**config.mk**
```make
export PLATFORM = sky130hd
export DESIGN_NAME = accum_sched
export DESIGN_NICKNAME = d
export VERILOG_FILES = /design/src/rtl/accum_sched.sv
export SDC_FILE = /design/constraint.sdc
export NUM_CORES = 1
export LEC_CHECK = 0
export ABC_AREA = 1
export CAP_MARGIN = 10
export CORE_MARGIN = 3
export CORE_UTILIZATION = 58
export DETAILED_ROUTE_END_ITERATION = 8
export GPL_TIMING_DRIVEN = 1
export PLACE_DENSITY = 0.89
export SYNTH_ARGS = -nofsm -noshare
export SYNTH_HDL_FRONTEND = slang
export SYNTH_SLANG_ARGS = --single-unit
```
**constraint.sdc**
```tcl
create_clock -name AXIS_ACLK -period 7.2 [get_ports AXIS_ACLK]
set_clock_uncertainty 0.15 [all_clocks]
set_input_delay 1.44 -clock AXIS_ACLK [delete_from_list [all_inputs] [get_ports AXIS_ACLK]]
set_output_delay 1.44 -clock AXIS_ACLK [all_outputs]
set_load 0.05 [all_outputs]
```
**src/rtl/accum_sched.sv**
```systemverilog
// accum_sched: cuts a DMA frame into accumulation groups for the float accumulator
// and forwards the per-group sums to the DMA write stream.
module accum_sched #(
    parameter int CNT_W = 32
) (
    input  logic             AXIS_ACLK,
    input  logic             AXIS_ARESET,
    input  logic             cfg_start,
    input  logic [CNT_W-1:0] cfg_elems,
    input  logic [CNT_W-1:0] cfg_groups,
    output logic             busy,
    output logic             done,
    output logic             err_early_last,
    input  logic             S_AXIS_TVALID,
    output logic             S_AXIS_TREADY,
    input  logic [31:0]      S_AXIS_TDATA,
    input  logic [1:0]       S_AXIS_TKEEP,
    input  logic             S_AXIS_TLAST,
    output logic             A_AXIS_TVALID,
    input  logic             A_AXIS_TREADY,
    output logic [31:0]      A_AXIS_TDATA,
    output logic             A_AXIS_TLAST,
    input  logic             R_AXIS_TVALID,
    output logic             R_AXIS_TREADY,
    input  logic [31:0]      R_AXIS_TDATA,
    input  logic             R_AXIS_TLAST,
    output logic             M_AXIS_TVALID,
    input  logic             M_AXIS_TREADY,
    output logic [31:0]      M_AXIS_TDATA,
    output logic [1:0]       M_AXIS_TKEEP,
    output logic             M_AXIS_TLAST
);
    typedef enum logic [1:0] {IDLE, RUN, DRAIN} state_t;
    state_t state;
    logic [CNT_W-1:0] elems, groups, elem_cnt, grp_in_cnt, grp_out_cnt;
    logic data_word, s_hs, a_hs, m_hs, last_in, unused_r_last;
    assign unused_r_last = R_AXIS_TLAST;
    assign data_word = S_AXIS_TKEEP == 2'b11;
    assign busy = state != IDLE;
    assign A_AXIS_TVALID = state == RUN && S_AXIS_TVALID && data_word;
    assign A_AXIS_TDATA = S_AXIS_TDATA;
    assign A_AXIS_TLAST = elem_cnt == elems - CNT_W'(1);
    // null words are swallowed here and never reach the accumulator
    assign S_AXIS_TREADY = state == RUN && (A_AXIS_TREADY || !data_word);
    assign s_hs = S_AXIS_TVALID && S_AXIS_TREADY;
    assign a_hs = A_AXIS_TVALID && A_AXIS_TREADY;
    assign last_in = A_AXIS_TLAST && grp_in_cnt == groups - CNT_W'(1);
    assign M_AXIS_TVALID = R_AXIS_TVALID && busy;
    assign R_AXIS_TREADY = M_AXIS_TREADY || !busy;
    assign M_AXIS_TDATA = R_AXIS_TDATA;
    assign M_AXIS_TKEEP = 2'b11;
    assign M_AXIS_TLAST = grp_out_cnt == groups - CNT_W'(1);
    assign m_hs = M_AXIS_TVALID && M_AXIS_TREADY;
    always_ff @(posedge AXIS_ACLK) begin
        if (AXIS_ARESET) begin
            state <= IDLE;
            elems <= '0;
            groups <= '0;
            elem_cnt <= '0;
            grp_in_cnt <= '0;
            grp_out_cnt <= '0;
            done <= 1'b0;
            err_early_last <= 1'b0;
        end else begin
            done <= 1'b0;
            if (a_hs) elem_cnt <= A_AXIS_TLAST ? '0 : elem_cnt + CNT_W'(1);
            if (a_hs && A_AXIS_TLAST) grp_in_cnt <= grp_in_cnt + CNT_W'(1);
            if (m_hs) grp_out_cnt <= grp_out_cnt + CNT_W'(1);
            if (s_hs && S_AXIS_TLAST && !(a_hs && last_in)) err_early_last <= 1'b1;
            case (state)
                IDLE: if (cfg_start && cfg_elems != '0 && cfg_groups != '0) begin
                    elems <= cfg_elems;
                    groups <= cfg_groups;
                    elem_cnt <= '0;
                    grp_in_cnt <= '0;
                    grp_out_cnt <= '0;
                    err_early_last <= 1'b0;
                    state <= RUN;
                end
                RUN: if (a_hs && last_in) state <= DRAIN;
                DRAIN: if (m_hs && M_AXIS_TLAST) begin
                    state <= IDLE;
                    done <= 1'b1;
                end
                default: state <= IDLE;
            endcase
        end
    end
    // the accumulator has at least one cycle of latency, so the final sum cannot meet the final input
    assert property (@(posedge AXIS_ACLK) disable iff (AXIS_ARESET)
        !(state == RUN && a_hs && last_in && m_hs && M_AXIS_TLAST));
endmodule
```
After elaboration in Yosys (flattened, before gate mapping):

Cells that the tools add are included.

* mux-type cells: 18
* bitwise operators: 1
* equality and inequality tests: 9
* add/subtract/negate cells: 5
* reductions and logical operators: 27

Operators by type and width (number)
* 32-bit two-way mux: 10
* 32-bit by 1-bit adder with 32-bit output (second input constant): 3
* 32-bit equality test: 3
* 32-bit nonzero test: 2
* 32-bit by 1-bit subtractor with 32-bit output (second input constant): 2
* 1-bit logical AND: 15
* 2-bit two-way mux: 3
* 2-bit case mux with 3 select lines: 1
* 2-bit equality test (second input constant): 2
* 1-bit two-way mux: 4
* 2-bit != test (second input constant): 2
* 1-bit zero test: 3
* 3-bit AND reduction: 1
* 2-bit by 1-bit equality test with 1-bit output (second input constant): 1
* 2-bit zero test: 1
* 1-bit logical OR: 2
* 2-bit by 1-bit != test with 1-bit output (second input constant): 1
* 2-bit AND reduction: 1
* 2-bit nonzero test: 1
* 2-bit OR reduction: 1
* 1-bit inverter: 1

* input bits: 139
* output and inout port bits: 75
* flip-flop bits (word level): 164
* logic and storage cells: 68

Depth between registers and ports, before layout:

* depth in word-level cells: 10
* mapped depth: 20
* gate-level depth less buffers: 19

Worst setup path before layout:

No wires, ideal clock.

* path type: register to output
* start point: reg groups[0]
* end point: out M_AXIS_TLAST
* data required time: 5.610 ns
* stages on the path, launching flop included: 12
* path slack: 2.388 ns
* arrival time: 3.222 ns
* cell sequence: dfxtp_1 inv_2 ha_1 nand2_1 nor2_1 nand2_1 o21ai_0 nand2_1 xor2_1 nor3_1 nand3b_1 nor4_1

* longest elaborated chain between the ends: 2

Ends and longest elaborated chain
* start: declaration: RTL line 35 `logic [CNT_W-1:0] elems, groups, elem_cnt, grp_in_cnt, grp_out_cnt;`
* start signal: assignment: RTL line 73 `groups <= cfg_groups;`
* 32-bit by 1-bit subtractor with 32-bit output: RTL line 52 `assign M_AXIS_TLAST = grp_out_cnt == groups - CNT_W'(1);`
* 32-bit equality test: RTL line 52
* end: declaration: RTL line 31 `output logic M_AXIS_TLAST`

Every way passes these cells.

Worst setup path in the final report:

* start point: reg groups[2]
* end point: out M_AXIS_TLAST

The elaborated chain is that of the path after synthesis.

==> flow_summary_export.csv <==
group,metric,value,unit
synth,syn-mean-instance-area,6.28,µm²
grt,antenna_found_initial,1,
place,placed_area,12600,µm²
critical_path,worst-path-buf-inv,1,
flow_run,drv_cap,0,
sta,timing.final.crit_period,5710,ps
pwr,ir_worst_vdd,140,µV
hold_path,whs_endpoint,"err_early_last",
synth,synth_warnings,0,
clocking,hold_buffers,0,
synth,ys_types,53,
sta,final_hold_viol_count,0,
sta,tns,0,ps
route,drcViolationCount,0,
cells_and_area,syn_to_final_growth,9.29,%
grt,grt_usage,34.0,%
synth,yosys.area.top_type_share,27.2,%
clocking,clkSinkCount,164,
critical_path,cp_slowest_cell,"clkdlybuf4s50_1",
clocking,postCtsSetupBuffers,0,
critical_path,critPathKind,"reg2out",
hold_path,hp-class,"reg2reg",
critical_path,cp-start-kind,"flop",
hold_path,min_path_cells,2,
synth,synth.cell_area,12100,µm²
floorplanning,rows,52,
critical_path,critPathTopFamily,"simple AND/OR/NAND/NOR gates",
cells_and_area,diodes,0,
grt,grt_max_degree,112,
sta,period_share,79.3,%
status,outcome,"finished clean",
route,postRouteAntennaNets,0,
cells_and_area,final_common_cell,"nand2_1",
cells_and_area,nets,2064,
cells_and_area,fin_cells,2202,
clocking,numCtsBuffers,17,
route,wire_per_inst,17.4,µm
cells_and_area,layout_common_cells,"475 x nand2_1, 305 x nor2_1, 192 x inv_1",
critical_path,required,5610,ps
sta,rsz0062_at_grt,"false",
cells_and_area,fin_area,13200,µm²
floorplanning,start_util,59.4,%
synth,post-synth-top-area-cell,"dfxtp_1",
pwr,p_leak,5.36,nW
pwr,power_density,192,nW/µm²
sta,slew_headroom,29.9,%
critical_path,r2r-start,"elems[0]",
sta,tightest_slew,1050,ps
route,drt_first_iter_violations,1010,
clocking,cts_resized,0,
place,routabilityCongestion,0.990,
sta,max_freq,0.175,GHz
route,avgViaCountPerCell,5.58,
sta,finalSetupViolCount,0,
clocking,cts_buffer_depth,2,
clocking,insertion_delay,430,ps
clocking,cts-root-buf,"clkbuf_16",
grt,grt_pass1_vias,11500,
synth,synthCells,1920,
critical_path,end_kind,"primary output",
critical_path,cp_common_cell,"nand2_1",
route,drtPass1Iterations,6,
place,place_hpwl,30.7,mm
synth,ys_ff_latch,164,
place,dp_cells,2171,
route,wl,38.3,mm
place,io_buffers,82,
floorplanning,die_area,22600,µm²
critical_path,r2r_setup_slack,3720,ps
grt,grt_pass1_wl,59.5,mm
critical_path,cp.arrival,4120,ps
grt,grt.overflow.total,0,
critical_path,rr_worst_depth,13,
floorplanning,die_w,150,µm
clocking,htreeDepth,4,
hold_path,holdCritStartpoint,"err_early_last",
critical_path,r2r_end,"elem_cnt[21]",
critical_path,cp_cell_sequence,"nor2_1, nand2_1, nor2_1, nand2_1, o21ai_0, nand2_1, xor2_1, nand3_1, nor4_1, clkdlybuf4s50_1",
critical_path,max_stage_delay,860,ps
floorplanning,fp.dieH,150,µm
floorplanning,num_io_pins,214,
synth,netlist_top_cells_area,"dfxtp_1 27%, nand2_1 15%, nor2_1 9.5%",
sta,drv_slew,0,
clocking,tritoncts,"done",
critical_path,cp_max_fo,11,
synth,ys_seq_area_share,27.2,%
floorplanning,core_area,20300,µm²
route,vias,12300,
cells_and_area,drive_above_1_share,7.61,%
critical_path,startpoint,"groups[2]",
clocking,clk_pin_slew_worst_paths,70,ps
-- cells by family after synthesis --
kind of cell             count (synthesis)  synth area share [%]
other                                    1                0.0311
adder cells (fa/ha/maj)                  5                 0.519
multiplexers                             1                0.0830
AND/OR/NAND/NOR                       1110                  41.5
buffers and inverters                  320                  12.4
XOR/XNOR                               116                  9.01
flip-flops                             164                  27.2
AO/OA/AOI/OAI                          203                  9.24
-- area by class of cell --
class	count	area [µm²]
clock inverters	14	186
well taps	270	338
fillers	1927	7120
inverters	214	808
multi-input cells	1437	7280
repair buffers	86	851
flip-flops and latches	164	3280
clock buffers	17	425
-- state kept, by name (all words and copies together), names as in the netlist --
name	cells
grp_out_cnt	32
elem_cnt	32
elems	32
err_early_last	1
state	2
grp_in_cnt	32
groups	32
done	1
-- layer usage --
metal / vias up / GRT usage [%] / wire [µm]
met1: 5557 / 40.4 / 15200
met5: - / 0 / 16
met3: 112 / 4.85 / 2480
met2: 506 / 59.2 / 18500
met4: 2 / 18.3 / 2170
li1: 6109 / - / -
-- synthesized netlist by cell type (all sizes together) --
| cell | n |
|---|---|
| nand3 | 119 |
| nor4 | 33 |
| a31oi | 1 |
| clkbuf | 25 |
| inv | 210 |
| mux2i | 1 |
| o221ai | 1 |
| or3 | 1 |
| nand3b | 11 |
| nor3b | 7 |
| o21ai | 92 |
| dfxtp | 164 |
| a211oi | 2 |
| a21oi | 102 |
| xnor2 | 23 |
| conb | 1 |
| or2 | 20 |
| xor2 | 88 |
| xor3 | 1 |
| or4 | 1 |
| o211ai | 2 |
| o21bai | 3 |
| nor3 | 56 |
| buf | 81 |
| clkinv | 4 |
| xnor3 | 4 |
| and3b | 1 |
| and3 | 3 |
| nand4 | 45 |
| and2 | 2 |
| ha | 5 |
| nand2 | 485 |
| nor2 | 326 |
-- where the power goes --
part | switching (mW) | internal (mW) | total (mW)
Clock | 0.428 | 0.556 | 0.984
Combinational | 0.369 | 0.194 | 0.563
Sequential | 0.0408 | 0.938 | 0.979
-- through the flow --
step / util, % / setup slack (ps) / total power [mW] / hold slack (ps)
floorplan: - / 2390 / 1.47 / 288
global placement: 61.9 / 1730 / 1.54 / 289
detailed placement: 61.9 / 1680 / 1.55 / 298
CTS: 64.9 / 1550 / 2.52 / 309
global route: 64.9 / 1230 / 2.64 / 343
finish: 64.9 / 1490 / 2.53 / 314
-- how the worst max path moves through the flow --
stage | end | slack, ps | depth (start not counted)
finish | M_AXIS_TLAST | 1490 | 10
global route | M_AXIS_TLAST | 1230 | 12
global placement | elem_cnt[7] | 1730 | 10
detailed placement | elem_cnt[2] | 1680 | 10
floorplan | M_AXIS_TLAST | 2390 | 11
CTS | M_AXIS_TLAST | 1550 | 12
-- worst reg2reg max path, cell delays in order, from the launching register on --
cell,delay (ps)
dfxtp_1,350
inv_2,100
ha_1,230
nand3_4,140
nor2_2,210
nand2_1,180
o21bai_1,160
nand2_1,120
nor2_1,130
nand3_1,80
nor2_1,180
nand4_2,290
nand2_1,860
nor2_1,150
No activity file was read; power rests on OpenSTA's default activity.
